`src/rtl/sounder_rx_seq.sv`:
```
// sounder_rx_seq: sequencer for the sounder receive correlator.
// Each period of one PN code length accumulates one lag. The reference strobe
// moves back one sample per period, so successive periods see successive lags.
// The first period after start is a warm-up whose total is discarded.
// Optional feature macro SOUNDER_RX_SEQ_DWELL_EN adds dwell_i: each lag is held
// for dwell_i+1 periods. Without it every lag lasts exactly one period.
// Handshake: start_i is a one-cycle request sampled only in IDLE. resp_valid_o
// qualifies resp_lag_o for exactly one cycle, one cycle after the sum strobe
// that closed a scored period. abort_i overrides every other event.
module sounder_rx_seq #(
  parameter int SWEEP_W = 8,
  parameter int LEN_W   = 16
) (
  input  logic               clk_i,
  input  logic               rst_i,
  input  logic               start_i,
  input  logic               abort_i,
  input  logic [4:0]         degree_i,
  input  logic [SWEEP_W-1:0] nsweeps_i,
`ifdef SOUNDER_RX_SEQ_DWELL_EN
  input  logic [7:0]         dwell_i,
`endif
  output logic               ena_o,
  output logic               sum_strobe_o,
  output logic               ref_strobe_o,
  output logic               resp_valid_o,
  output logic [LEN_W-1:0]   resp_lag_o,
  output logic               busy_o,
  output logic               done_o,
  output logic               err_o
);

  typedef enum logic [1:0] {ST_IDLE, ST_RUN, ST_DONE} state_t;

  state_t             state_q, state_d;
  logic [4:0]         deg_q, deg_d;
  logic [SWEEP_W-1:0] nsweeps_q, nsweeps_d;
  logic [SWEEP_W-1:0] sweep_q, sweep_d;
  logic [LEN_W-1:0]   smp_q, smp_d;
  logic [LEN_W-1:0]   lag_q, lag_d;
  logic [LEN_W-1:0]   resp_lag_q, resp_lag_d;
  logic               warm_q, warm_d;
  logic               resp_valid_q, resp_valid_d;
  logic               err_q, err_d;

  logic [LEN_W-1:0]   len_w;
  logic [LEN_W-1:0]   last_smp;
  logic [SWEEP_W-1:0] sweep_inc;
  logic               deg_ok;
  logic               accept_start;
  logic               period_end;
  logic               scored_period;
  logic               lag_hold_done;

  // Code length is a mask of deg ones; deg = 16 shifts everything out -> 0xFFFF.
  assign len_w         = ~({LEN_W{1'b1}} << deg_q);
  assign last_smp      = len_w - LEN_W'(1);
  assign sweep_inc     = sweep_q + SWEEP_W'(1);
  assign deg_ok        = (degree_i >= 5'd2) && (degree_i <= 5'd16);
  assign accept_start  = (state_q == ST_IDLE) && !abort_i && start_i && deg_ok;
  assign period_end    = (state_q == ST_RUN) && !abort_i && (smp_q == last_smp);
  assign scored_period = period_end && !warm_q;

`ifdef SOUNDER_RX_SEQ_DWELL_EN
  logic [7:0] dwell_q, dwell_d;
  logic [7:0] dwell_cnt_q, dwell_cnt_d;

  assign lag_hold_done = (dwell_cnt_q == dwell_q);

  // Dwell bookkeeping: count scored periods spent on the current lag.
  always_comb begin
    dwell_d     = dwell_q;
    dwell_cnt_d = dwell_cnt_q;
    if (accept_start) begin
      dwell_d     = dwell_i;
      dwell_cnt_d = '0;
    end else if (scored_period) begin
      dwell_cnt_d = lag_hold_done ? 8'd0 : dwell_cnt_q + 8'd1;
    end
  end

  // Dwell registers.
  always_ff @(posedge clk_i or posedge rst_i) begin
    if (rst_i) begin
      dwell_q     <= '0;
      dwell_cnt_q <= '0;
    end else begin
      dwell_q     <= dwell_d;
      dwell_cnt_q <= dwell_cnt_d;
    end
  end
`else
  assign lag_hold_done = 1'b1;
`endif

  // Next-state and counter logic; abort overrides everything and drops pending responses.
  always_comb begin
    state_d      = state_q;
    deg_d        = deg_q;
    nsweeps_d    = nsweeps_q;
    sweep_d      = sweep_q;
    smp_d        = smp_q;
    lag_d        = lag_q;
    warm_d       = warm_q;
    resp_valid_d = 1'b0;
    resp_lag_d   = '0;
    err_d        = 1'b0;
    if (abort_i) begin
      state_d = ST_IDLE;
    end else begin
      case (state_q)
        ST_IDLE: begin
          if (start_i) begin
            if (deg_ok) begin
              deg_d     = degree_i;
              nsweeps_d = nsweeps_i;
              smp_d     = '0;
              lag_d     = '0;
              sweep_d   = '0;
              warm_d    = 1'b1;
              state_d   = ST_RUN;
            end else begin
              err_d = 1'b1;
            end
          end
        end
        ST_RUN: begin
          smp_d = smp_q + LEN_W'(1);
          if (period_end) begin
            smp_d = '0;
            if (warm_q) begin
              warm_d = 1'b0;
            end else begin
              resp_valid_d = 1'b1;
              resp_lag_d   = lag_q;
              if (lag_hold_done) begin
                if (lag_q == last_smp) begin
                  lag_d   = '0;
                  sweep_d = sweep_inc;
                  if ((sweep_inc == nsweeps_q) && (nsweeps_q != '0)) begin
                    state_d = ST_DONE;
                  end
                end else begin
                  lag_d = lag_q + LEN_W'(1);
                end
              end
            end
          end
        end
        ST_DONE: state_d = ST_IDLE;
        default: state_d = ST_IDLE;
      endcase
    end
  end

  // State and counter registers.
  always_ff @(posedge clk_i or posedge rst_i) begin
    if (rst_i) begin
      state_q      <= ST_IDLE;
      deg_q        <= '0;
      nsweeps_q    <= '0;
      sweep_q      <= '0;
      smp_q        <= '0;
      lag_q        <= '0;
      warm_q       <= 1'b0;
      resp_valid_q <= 1'b0;
      resp_lag_q   <= '0;
      err_q        <= 1'b0;
    end else begin
      state_q      <= state_d;
      deg_q        <= deg_d;
      nsweeps_q    <= nsweeps_d;
      sweep_q      <= sweep_d;
      smp_q        <= smp_d;
      lag_q        <= lag_d;
      warm_q       <= warm_d;
      resp_valid_q <= resp_valid_d;
      resp_lag_q   <= resp_lag_d;
      err_q        <= err_d;
    end
  end

  assign ena_o        = (state_q == ST_RUN);
  assign sum_strobe_o = (state_q == ST_RUN) && (smp_q == last_smp);
  assign ref_strobe_o = (state_q == ST_RUN) && (smp_q == lag_q);
  assign resp_valid_o = resp_valid_q;
  assign resp_lag_o   = resp_lag_q;
  assign busy_o       = (state_q == ST_RUN) || (state_q == ST_DONE);
  assign done_o       = (state_q == ST_DONE);
  assign err_o        = err_q;

endmodule
```
`config.mk`:
```
export PLATFORM = sky130hd
export DESIGN_NAME = sounder_rx_seq
export DESIGN_NICKNAME = d
export VERILOG_FILES = /design/src/rtl/sounder_rx_seq.sv
export SDC_FILE = /design/constraint.sdc
export NUM_CORES = 1
export LEC_CHECK = 0
export ABC_AREA = 0
export ABC_CLOCK_PERIOD_IN_PS = 5500
export CORE_ASPECT_RATIO = 1.1
export CORE_MARGIN = 2
export CORE_UTILIZATION = 30
export DETAILED_ROUTE_END_ITERATION = 10
export GPL_TIMING_DRIVEN = 1
export HOLD_SLACK_MARGIN = 0.12
export PLACE_DENSITY = 0.47
export SYNTH_ARGS = -nofsm -noshare
export SYNTH_HDL_FRONTEND = slang
export SYNTH_SLANG_ARGS = --single-unit
```
`constraint.sdc`:
```
create_clock -name clk_i -period 5.5 [get_ports clk_i]
set_input_delay 0.825 -clock clk_i [delete_from_list [all_inputs] [get_ports clk_i]]
set_output_delay 0.825 -clock clk_i [all_outputs]
set_load 0.01 [all_outputs]
```
== Word-level counts from Yosys, hierarchy flattened ==
Index checks and enable logic that the tools add are counted.

* Mux-type cells: 38
* Reductions and logical operators: 17
* Shift operators: 1
* Eq/ne operators: 17
* Bitwise operators: 2
* $add $sub $neg: 4
* $lt $le $gt $ge: 2

{| class="wikitable"
|+ Operators by type and width
! cell !! count
|-
| $mux W16 || 10
|-
| $pmux W16 S2 || 2
|-
| $eq A16 B16 Y1 || 3
|-
| $mux W8 || 5
|-
| $add A16 B1 Y16 const B || 2
|-
| $not A16 Y16 || 1
|-
| $pmux W8 S2 || 1
|-
| $shl A16 B5 Y16 const A || 1
|-
| $sub A16 B1 Y16 const B || 1
|-
| $mux W2 || 7
|-
| $reduce_and A6 Y1 || 2
|-
| $mux W1 || 11
|-
| $ne A3 B2 Y1 const B || 3
|-
| $ne A3 B3 Y1 const B || 3
|-
| $add A8 B1 Y8 const B || 1
|-
| $eq A8 B8 Y1 || 1
|-
| $reduce_and A4 Y1 || 2
|-
| $reduce_bool A8 Y1 || 1
|-
| $reduce_and A7 Y1 || 1
|-
| $logic_and A1 B1 Y1 || 6
|-
| $ne A2 B2 Y1 const B || 3
|-
| $ge A5 B2 Y1 const B || 1
|-
| $le A5 B5 Y1 const B || 1
|-
| $reduce_and A5 Y1 || 1
|-
| 10 further kinds || 11
|}

* Logic and storage cells: 91
* Input port bits: 17
* Bits in registers: 74

== Depth between registers and ports, before layout ==
Gate-level depths: netlist of the first run.

* Word-level depth: 9
* Gate-level depth with buffers: 15

== Worst setup path before layout of the first run ==
OpenSTA, ideal clock, no wires.

* Path type: register -> output
* From: reg deg_q[1]
* To: out sum_strobe_o
* Arrival time: 3.063 ns
* Cell stages (with the launch flop): 13
* Slack: 1.612 ns
* Path through: dfrtp_1 buf_2 nor3_1 nand2_1 inv_1 ha_1 clkbuf_1 nand2b_1 o21ai_1 xor2_1 or3_1 or4_1 nor2_1

* Word-level cells in the longest chain between the ends: 5

{| class="wikitable"
|+ Ends and longest elaborated chain
! element !! line !! source
|-
| start: declaration || 36 || <nowiki>logic [4:0] deg_q, deg_d;</nowiki>
|-
| start signal: assignment || 171 || <nowiki>deg_q <= deg_d;</nowiki>
|-
| $shl A16 B5 Y16 || 56 || <nowiki>assign len_w = ~({LEN_W{1'b1}} << deg_q);</nowiki>
|-
| $not A16 Y16 || 56 ||
|-
| $sub A16 B1 Y16 || 57 || <nowiki>assign last_smp = len_w - LEN_W'(1);</nowiki>
|-
| $eq A16 B16 Y1 || 184 || <nowiki>assign sum_strobe_o = (state_q == ST_RUN) && (smp_q == last_smp);</nowiki>
|-
| $logic_and A1 B1 Y1 || 184 ||
|-
| end: declaration || 24 || <nowiki>output logic sum_strobe_o,</nowiki>
|}

No other way between the ends.

== Worst setup path in the final report of the first run ==
* From: reg deg_q[4]
* To: out sum_strobe_o

Same word-level chain as after synthesis.

==> results of run 1 <==
## cells by family after synthesis
kind of cell	synth area share, %
xor+xnor	11.0
buf+inv	4.33
flops	39.3
mux	3.75
compound gates	16.2
fa+ha+maj	2.39
simple gates	23.1
## layout by cell type (no fill, tap or decap), types with 5 or more instances in the layout
cell	netlist	routed
nand4_1	8	8
xor2_1	41	41
inv_1	10	9
nor4_1	8	8
nor2_1	34	34
nand2b_1	7	7
xnor2_1	18	18
dfrtp_1	74	74
mux2_2	13	13
o21ai_0	40	40
nand3_1	23	23
ha_1	9	9
or4_1	6	6
a31oi_1	5	5
nand2_1	28	28
nor2b_1	7	7
clkbuf_16	0	9
o211ai_1	6	6
a211oi_1	5	5
a21oi_1	16	16
o31ai_1	12	12
and2_1	19	19
nor3_1	13	12
and3_1	12	12
or3_1	10	10
clkdlybuf4s50_1	0	39
## metal layers
| layer | track usage (%) | part of all wire (%) |
|---|---|---|
| met1 | 19.8 | 42 |
| met5 | 0 | 0 |
| met2 | 27.3 | 50 |
| met4 | 7.32 | 2.3 |
| met3 | 2.74 | 5.1 |
## power groups by stage
| stage | sequential (uW) | clock, uW | combinational (uW) |
|---|---|---|---|
| finish | 656 | 638 | 436 |
| global route | 666 | 681 | 486 |
| CTS | 656 | 655 | 441 |
| detailed placement | 666 | 0 | 438 |
| global placement | 663 | 0 | 436 |
| floorplan | 616 | 0 | 370 |
## sequential cells by signal, summed over array words and instances (netlist names)
register      count
lag_q            16
resp_lag_o       16
smp_q            16
nsweeps_q         8
sweep_q           8
deg_q             5
state_q           2
err_o             1
resp_valid_o      1
warm_q            1
## through the flow
stage	instances	utilization (%)	setup WS (ps)	power (uW)
4_1_cts	740	35.5	317	1750
3_3_place_gp	724	33.5	805	1100
3_5_place_dp	724	33.5	718	1100
5_1_grt	740	35.6	116	1830
2_1_floorplan	520	-	1610	986
6_report	740	35.6	401	1730
## worst max-delay path, cell delays in order (launching register included)
cell and delay (ps):
dfrtp_1 570, nor2_1 510, nand2_1 210, inv_1 120, ha_1 370, nand2b_1 180, o21ai_1 180, xor2_1 100
or3_1 410, or4_1 540, nor2_1 160, clkdlybuf4s50_1 570
## worst max path at each step
| stage | slack, ps | cells after the start | start | endpoint |
|---|---|---|---|---|
| 2_1_floorplan | 1610 | 12 | deg_q[1]$_DFFE_PP0P_ | sum_strobe_o |
| 3_3_place_gp | 810 | 11 | deg_q[1]$_DFFE_PP0P_ | sum_strobe_o |
| 3_5_place_dp | 720 | 11 | deg_q[1]$_DFFE_PP0P_ | sum_strobe_o |
| 4_1_cts | 320 | 11 | deg_q[1]$_DFFE_PP0P_ | sum_strobe_o |
| 5_1_grt | 120 | 11 | deg_q[4]$_DFFE_PP0P_ | sum_strobe_o |
| 6_report | 400 | 11 | deg_q[4]$_DFFE_PP0P_ | sum_strobe_o |
## final cells by class
class                   instances  area, um2
well taps                     200        250
inverters                      10       37.5
flip-flops and latches         74       1850
multi-input cells             398       2660
fillers                      1576      10000
repair buffers                 42        413
clock inverters                 6       90.1
clock buffers                  10        229
## repair_timing
action / 4_1_cts / 5_1_grt
gates resized for setup: 0 / 1
setup endpoints to repair: 0 / 1
buffers inserted: 0 / 0
==> metrics.txt, run 1 <==
critical path peak fanout=19; initial antenna violation count=0; chip width=123 um; clk slew on worst S/H paths=60 ps; CTS root buffer=clkbuf_16; GRT Util Overall=16.1%; final instance area=0.00553 mm2; Post-layout nets=561; number of diodes=0; Seq pwr share=37.9%; htree depth=3; via count=3887; hold crit path type=reg2reg; Arrival @ worst endpoint=4270 ps; largest area contributor in the netlist=dfrtp_1; Hold Vio Cnt, Final=0; remaining global-route overflow=0; CTS Buffer Depth=2; routed len/inst=16.8 um; reg-to-reg endpoint=lag_q[9]$_DFFE_PP0P_; RSZ-0062 raised after global routing=false; data required time of the critical path=4680 ps; top-count cell post-synth=dfrtp_1; syn avg cell area=9.06 um2; Slew Limit Headroom=38.0%; Clock Latency Late Sink=350 ps; WS Path Type=reg2out; Slew Limit Fails=0; largest net degree at the start of global routing=47; Synth top area share=39.3%; Register-to-Register Path Depth=11; top cells by area, synth=dfrtp_1 (39%), xor2_1 (7.6%), o21ai_0 (4.3%); Final Hold Slack=542 ps; Hold Startpoint=nsweeps_q[0]$_DFFE_PP0P_; CTS tree=done; initial DRC count=199; fin crit period=5100 ps; clock sink count=74; Starting Density=30.3%; crit end category=primary output; worst reg2reg path startpoint=deg_q[4]$_DFFE_PP0P_; Reg2Reg Setup Slack=1000 ps; Post-synth top flop=dfrtp_1; Worst Tran Pin Value=919 ps; number of synthesized register bits=74; RD Place Congestion=0.873; Yosys warning count=0; Max Fclk=196 MHz; die area=0.0167 mm2; Mapped Nets=546; Switch Pwr=561 uW; Net Sw Frac=32.4%; Endpoint, Worst Hold=nsweeps_q[0]$_DFFE_PP0P_; Vias per Instance=5.25; Post-synth top cells=dfrtp_1 (74), xor2_1 (41), o21ai_0 (40), nor2_1 (34), nand2_1 (28); Final Cycle Share=92.7%; Core ar.=0.0156 mm2; Hold Crit Depth=1; number of max-cap violations=0; synthesis-to-layout area growth=17.4%; Power Density=313 mW/mm2; detailed placement HPWL=9360 um; clock network fraction of design power=36.9%; Post-synth EDFFs=0; asr flop ratio synth=100%; I/O pins=40; DR DRC count=0; Port Buffers=39; DR pass1 iterations=4; Pleak=0.00236 uW; hold buffer count at cts=0; Startpoint Class=flop; final WL=12500 um; Post-Route Skew=8.23 ps; Final setup viols=0; first-pass GRT wire length=20300 um; Comb pwr share=25.2%; layout cells sized above 1=8.33%; post-synthesis sequential area ratio=39.3%; Die Span Y=135 um; post-placement cell area=0.00521 mm2; Syn Inst Count=520; maximum vdd drop=0.186 mV; status=finished clean; post-route ant nets=0; Int Power=1170 uW; CTS buffer count=9; Mapped Area=0.00471 mm2; Setup TNS=0 ps; vias in the first global route=3751; num rows=48; Yosys cell types=63
Power figures use the tool's default switching activity.
==> run 2, diff against run 1 <==
--- a/config.mk
+++ b/config.mk
@@ -8,7 +8,6 @@
 export ABC_AREA = 0
 export ABC_CLOCK_PERIOD_IN_PS = 5500
 export CORE_ASPECT_RATIO = 1.1
-export CORE_MARGIN = 2
 export CORE_UTILIZATION = 30
 export DETAILED_ROUTE_END_ITERATION = 10
 export GPL_TIMING_DRIVEN = 1
==> run 2 against run 1 <==
Routed wire length up 2.7%; global-route usage up 1.2 points; clock-buffer cell count up 2.
==> metrics.txt, run 2 (same netlist as run 1, synthesis figures left out) <==
detailed placement HPWL=9270 um (was 9360 um); post-route ant nets=0 (unchanged); Switch Pwr=564 uW (was 561 uW); RD Place Congestion=0.854 (was 0.873); Die Span Y=133 um (was 135 um); # Post-CTS Setup Buffers=0 (unchanged); crit end category=primary output (unchanged); via count=3904 (was 3887); Post-Route Skew=8.37 ps (was 8.23 ps); die area=0.0162 mm2 (was 0.0167 mm2); first-pass GRT wire length=21200 um (was 20300 um); most frequent cells in the layout=dfrtp_1 (74), xor2_1 (41), o21ai_0 (40), clkdlybuf4s50_1 (39), nor2_1 (34) (unchanged); vias in the first global route=3761 (was 3751); Starting Density=31.0% (was 30.3%); maximum vdd drop=0.184 mV (was 0.186 mV); Placed Cells=725 (was 724); Startpoint Class=flop (unchanged); clk slew on worst S/H paths=60 ps (about the same); Hold Vio Cnt, Final=0 (unchanged); Final Util=36.8% (was 35.6%); RSZ-0062 raised after global routing=false (unchanged); Clock Latency Late Sink=350 ps (about the same); CTS Buffer Depth=2 (unchanged); Post-layout nets=566 (was 561); CTS root buffer=clkbuf_16 (unchanged); Place WS=598 ps (was 718 ps); Net Sw Frac=31.3% (was 32.4%); fin cells=741 (was 740); Core ar.=0.0152 mm2 (was 0.0156 mm2); DR pass1 iterations=4 (unchanged); largest net degree at the start of global routing=42 (was 47); critical path peak fanout=16 (was 19); synthesis-to-layout area growth=18.7% (was 17.4%); chip width=121 um (was 123 um); DR DRC count=0 (unchanged); status=finished clean (unchanged); clock network fraction of design power=38.3% (was 36.9%); layout cells sized above 1=8.99% (was 8.33%); num rows=47 (was 48); fin crit period=5020 ps (was 5100 ps); data required time of the critical path=4680 ps (about the same); Max Fclk=199 MHz (was 196 MHz); hold crit path type=reg2reg (unchanged); initial DRC count=292 (was 199); number of max-cap violations=0 (unchanged); htree depth=3 (unchanged); Comb pwr share=27.0% (was 25.2%); commonest non-fill, non-tap cell in the layout=dfrtp_1 (unchanged); Final setup viols=0 (unchanged); Final Cycle Share=91.3% (was 92.7%); Power Density=323 mW/mm2 (was 313 mW/mm2); I/O pins=40 (unchanged); Power, Total=1800 uW (was 1730 uW); Pleak=0.00240 uW (was 0.00236 uW); final WL=12800 um (was 12500 um); Slew Limit Headroom=12.5% (was 38.0%); Seq pwr share=34.7% (was 37.9%); Setup TNS=0 ps (unchanged); number of diodes=0 (unchanged); Slew Limit Fails=0 (unchanged); WS Path Type=reg2out (unchanged); clock sink count=74 (unchanged); Worst Tran Pin Value=1300 ps (was 919 ps); hold buffer count at cts=0 (unchanged); CTS buffer count=9 (unchanged); Arrival @ worst endpoint=4190 ps (was 4270 ps); Port Buffers=39 (unchanged); Vias per Instance=5.27 (was 5.25); GRT Util Overall=17.3% (was 16.1%); CTS tree=done (unchanged); remaining global-route overflow=0 (unchanged); Int Power=1240 uW (was 1170 uW); initial antenna violation count=0 (unchanged); final setup margin=481 ps (was 401 ps); routed len/inst=17.3 um (was 16.8 um)
-- run 2: per-stage QoR --
stage,cell area [um2],hold slack [ps]
after floorplan,4710,500
after global placement,5240,520
after detailed placement,5240,524
after CTS,5580,538
after global routing,5590,566
final,5590,535
-- run 2: final timing paths --
| check | cells after the start | slack, ps | start | endpoint |
|---|---|---|---|---|
| setup / recovery | 11 | 480 | deg_q[0]$_DFFE_PP0P_ | sum_strobe_o |
| hold / removal | 1 | 540 | nsweeps_q[4]$_DFFE_PP0P_ | nsweeps_q[4]$_DFFE_PP0P_ |
| setup reg to reg | 11 | 1100 | deg_q[0]$_DFFE_PP0P_ | lag_q[9]$_DFFE_PP0P_ |
| hold reg to reg | 1 | 540 | nsweeps_q[4]$_DFFE_PP0P_ | nsweeps_q[4]$_DFFE_PP0P_ |
| max in group asynchronous | 3 | 3510 | rst_i | resp_lag_o[12]$_DFF_PP0_ |
| min in group asynchronous | 2 | 970 | rst_i | smp_q[9]$_DFFE_PP0P_ |
-- run 2: timing repair --
item                                    in CTS  in global routing
hold endpoints to repair                     0                  0
endpoints found under the setup margin       0                  1
resized for setup                            0                  1
-- run 2: area by class of cell --
class,count,area (um2)
inverters,10,37.5
clock buffers,12,246
well taps,196,245
fillers,1571,9580
clock inverters,4,98.8
flip-flops and latches,74,1850
multi-input cells,398,2660
repair buffers,47,450
-- run 2: critical path, cell delays in order, from the launching register on --
cell and delay (ps):
dfrtp_1 550, nor3_2 450, nand2_1 200, inv_1 120
ha_1 380, nand2b_1 190, o21ai_1 190, xor2_1 100
or3_1 410, or4_1 540, nor2_1 150, clkdlybuf4s50_1 560
-- run 2: per-layer routing --
metal	wire length, um	vias to the layer above	global-route usage, %
li1	-	1907	-
met1	6050	1886	23.4
met2	6030	91	27.0
met3	446	20	3.55
met4	269	0	6.65
met5	0	-	0
-- run 2: power groups by stage --
stage / combinational [uW] / clock, uW / sequential (uW)
after floorplan: 370 / 0 / 616
after global placement: 490 / 0 / 631
after detailed placement: 483 / 0 / 634
after CTS: 487 / 709 / 624
after global routing: 545 / 732 / 631
final: 487 / 691 / 625
==> run 3, diff against run 2 <==
--- a/config.mk
+++ b/config.mk
@@ -10,7 +10,7 @@
 export CORE_ASPECT_RATIO = 1.1
 export CORE_UTILIZATION = 30
 export DETAILED_ROUTE_END_ITERATION = 10
-export GPL_TIMING_DRIVEN = 1
+export GPL_TIMING_DRIVEN = 0
 export HOLD_SLACK_MARGIN = 0.12
 export PLACE_DENSITY = 0.47
 export SYNTH_ARGS = -nofsm -noshare
==> run 3 against run 2 <==
Register-to-register slack worse by 150 ps; sequential cell count unchanged; combinational power up 3%; sequential share of layout area down 0.32 points; routed wire length down 0.89%; clock skew down 2.8 ps; die area unchanged; final area up 0.98%; fmax down 3.3%; clock-buffer cell count unchanged; cell count up 3.9%; clock power down 21%; largest power group is now sequential cells; highest routed layer unchanged.
==> metrics.txt, run 3 (same netlist as run 1, synthesis figures left out) <==
clk slew on worst S/H paths=60 ps (about the same); Register-to-Register Path Depth=14 (was 11); CP cell instances=buf_2 -> nor3_2 -> nand2_1 -> inv_1 -> ha_1 -> clkbuf_1 -> nand2b_1 -> o21ai_1 -> xor2_1 -> or3_1 -> or4_1 -> nor2_1 -> clkdlybuf4s50_1 (was nor3_2 -> nand2_1 -> inv_1 -> ha_1 -> nand2b_1 -> o21ai_1 -> xor2_1 -> or3_1 -> or4_1 -> nor2_1 -> clkdlybuf4s50_1); Slew Limit Headroom=32.5% (was 12.5%); Fillers=1581 (was 1571); final WL=12700 um (was 12800 um); Core ar.=0.0152 mm2 (unchanged); CP endpoint=sum_strobe_o (unchanged); Final Util=37.2% (was 36.8%); fin crit period=5190 ps (was 5020 ps); Pleak=0.00242 uW (was 0.00240 uW); Port Buffers=38 (was 39); status=finished clean (unchanged); Post-layout nets=596 (was 566); I/O pins=40 (unchanged); detailed placement HPWL=9590 um (was 9270 um); Place WS=493 ps (was 598 ps); Slew Limit Fails=0 (unchanged); layout cells sized above 1=9.23% (was 8.99%); final setup margin=309 ps (was 481 ps); RD Place Congestion=0.882 (was 0.854); maximum vdd drop=0.132 mV (was 0.184 mV); Final setup viols=0 (unchanged); initial antenna violation count=0 (unchanged); Reg2Reg Setup Slack=950 ps (was 1100 ps); Vias per Instance=5.21 (was 5.27); CTS root buffer=clkbuf_16 (unchanged); Starting Density=31.0% (unchanged); routed len/inst=16.5 um (was 17.3 um); crit end category=primary output (unchanged); CP startpoint=deg_q[1]$_DFFE_PP0P_ (was deg_q[0]$_DFFE_PP0P_); Hold Vio Cnt, Final=0 (unchanged); number of diodes=0 (unchanged); data required time of the critical path=4680 ps (about the same); worst reg2reg path startpoint=deg_q[1]$_DFFE_PP0P_ (was deg_q[0]$_DFFE_PP0P_); via count=4012 (was 3904); largest net degree at the start of global routing=45 (was 42); Die Span Y=133 um (unchanged); Final Cycle Share=94.4% (was 91.3%); hold crit path type=reg2reg (unchanged); most frequent cells in the layout=dfrtp_1 (74), xor2_1 (41), o21ai_0 (40), clkdlybuf4s50_1 (38), nor2_1 (33) (was dfrtp_1 (74), xor2_1 (41), o21ai_0 (40), clkdlybuf4s50_1 (39), nor2_1 (34)); FF/Latch Area=0.00185 mm2 (unchanged); slowest stage delay, CP=560 ps (about the same); number of max-cap violations=0 (unchanged); Startpoint Class=flop (unchanged); CP Depth=13 (was 11); Setup TNS=0 ps (unchanged); num rows=47 (unchanged); CP top delay family=simple AND/OR/NAND/NOR gates (unchanged); reg-to-reg endpoint=lag_q[6]$_DFFE_PP0P_ (was lag_q[9]$_DFFE_PP0P_); htree depth=3 (unchanged); die area=0.0162 mm2 (unchanged); WS Path Type=reg2out (unchanged); CTS Buffer Depth=2 (unchanged); synthesis-to-layout area growth=19.8% (was 18.7%); CTS buffer count=9 (unchanged); first-pass GRT wire length=21700 um (was 21200 um); GRT Util Overall=17.4% (was 17.3%); Clock Latency Late Sink=350 ps (about the same); post-route ant nets=0 (unchanged); clock sink count=74 (unchanged); area occupied by multi-input gates=0.00266 mm2 (about the same); CTS tree=done (unchanged); CP max-delay cell=or4_1 (was clkdlybuf4s50_1); DR pass1 iterations=5 (was 4); final instance area=0.00564 mm2 (was 0.00559 mm2); commonest non-fill, non-tap cell in the layout=dfrtp_1 (unchanged); post-placement cell area=0.00537 mm2 (was 0.00524 mm2); Arrival @ worst endpoint=4370 ps (was 4190 ps); chip width=121 um (unchanged); Max Fclk=193 MHz (was 199 MHz); Crit path buffers/inverters=4 (was 2); remaining global-route overflow=0 (unchanged); Worst Tran Pin Value=999 ps (was 1300 ps); initial DRC count=240 (was 292); critical path peak fanout=10 (was 16); RSZ-0062 raised after global routing=false (unchanged); Power Density=295 mW/mm2 (was 323 mW/mm2); Post-Route Skew=5.60 ps (was 8.37 ps); vias in the first global route=4019 (was 3761); DR DRC count=0 (unchanged)
==> run 3: cell types whose count changed in the layout (fill, tap and decap cells not counted), moves of 2 or more <==
cell	before	now
buf_4	8	2
buf_2	0	7
bufinv_16	3	0
clkinv_2	0	3
buf_1	0	2
clkbuf_1	2	27
==> run 3: per-stage QoR <==
stage / total power, uW / hold WS [ps] / instances
after CTS: 1680 / 546 / 770
final: 1670 / 537 / 770
after floorplan: 986 / 500 / 520
after global routing: 1780 / 570 / 770
after detailed placement: 1120 / 533 / 755
after global placement: 1120 / 522 / 754
==> run 3: how the worst min path moves through the flow <==
stage / endpoint / slack (ps) / start / cells after the start
5_1_grt: nsweeps_q[0]$_DFFE_PP0P_ / 570 / nsweeps_q[0]$_DFFE_PP0P_ / 1
3_3_place_gp: nsweeps_q[0]$_DFFE_PP0P_ / 520 / nsweeps_q[0]$_DFFE_PP0P_ / 1
4_1_cts: nsweeps_q[0]$_DFFE_PP0P_ / 550 / nsweeps_q[0]$_DFFE_PP0P_ / 1
6_report: nsweeps_q[0]$_DFFE_PP0P_ / 540 / nsweeps_q[0]$_DFFE_PP0P_ / 1
3_5_place_dp: nsweeps_q[0]$_DFFE_PP0P_ / 530 / nsweeps_q[0]$_DFFE_PP0P_ / 1
2_1_floorplan: nsweeps_q[0]$_DFFE_PP0P_ / 500 / nsweeps_q[0]$_DFFE_PP0P_ / 1
==> run 3: final cells by class <==
| type | instances | area share [%] |
|---|---|---|
| Buffer | 38 | 2.95 |
| Clock buffer | 12 | 4.54 |
| Clock inverter | 3 | 0.266 |
| Inverter | 10 | 0.709 |
| Multi-Input combinational cell | 398 | 47.2 |
| Sequential cell | 74 | 32.8 |
| Tap cell | 196 | 4.34 |
| Timing Repair Buffer | 39 | 7.23 |
==> run 3: what timing repair did <==
item,4_1_cts,5_1_grt
hold buffers,0,0
resized for setup,0,2
endpoints found under the setup margin,0,1
buffers inserted,0,0
==> run 3: power breakdown <==
part	internal, uW	switching [uW]
logic	208	294
registers	581	39.0
clock network	325	221
==> run 3: layer usage <==
metal	wire, um	part of all wire [%]	track usage, %	vias up
li1	-	-	-	1968
met1	5930	47	22.9	1935
met2	6020	47	27.8	90
met3	498	3.9	4.02	19
met4	235	1.9	5.69	0
met5	0	0	0	-
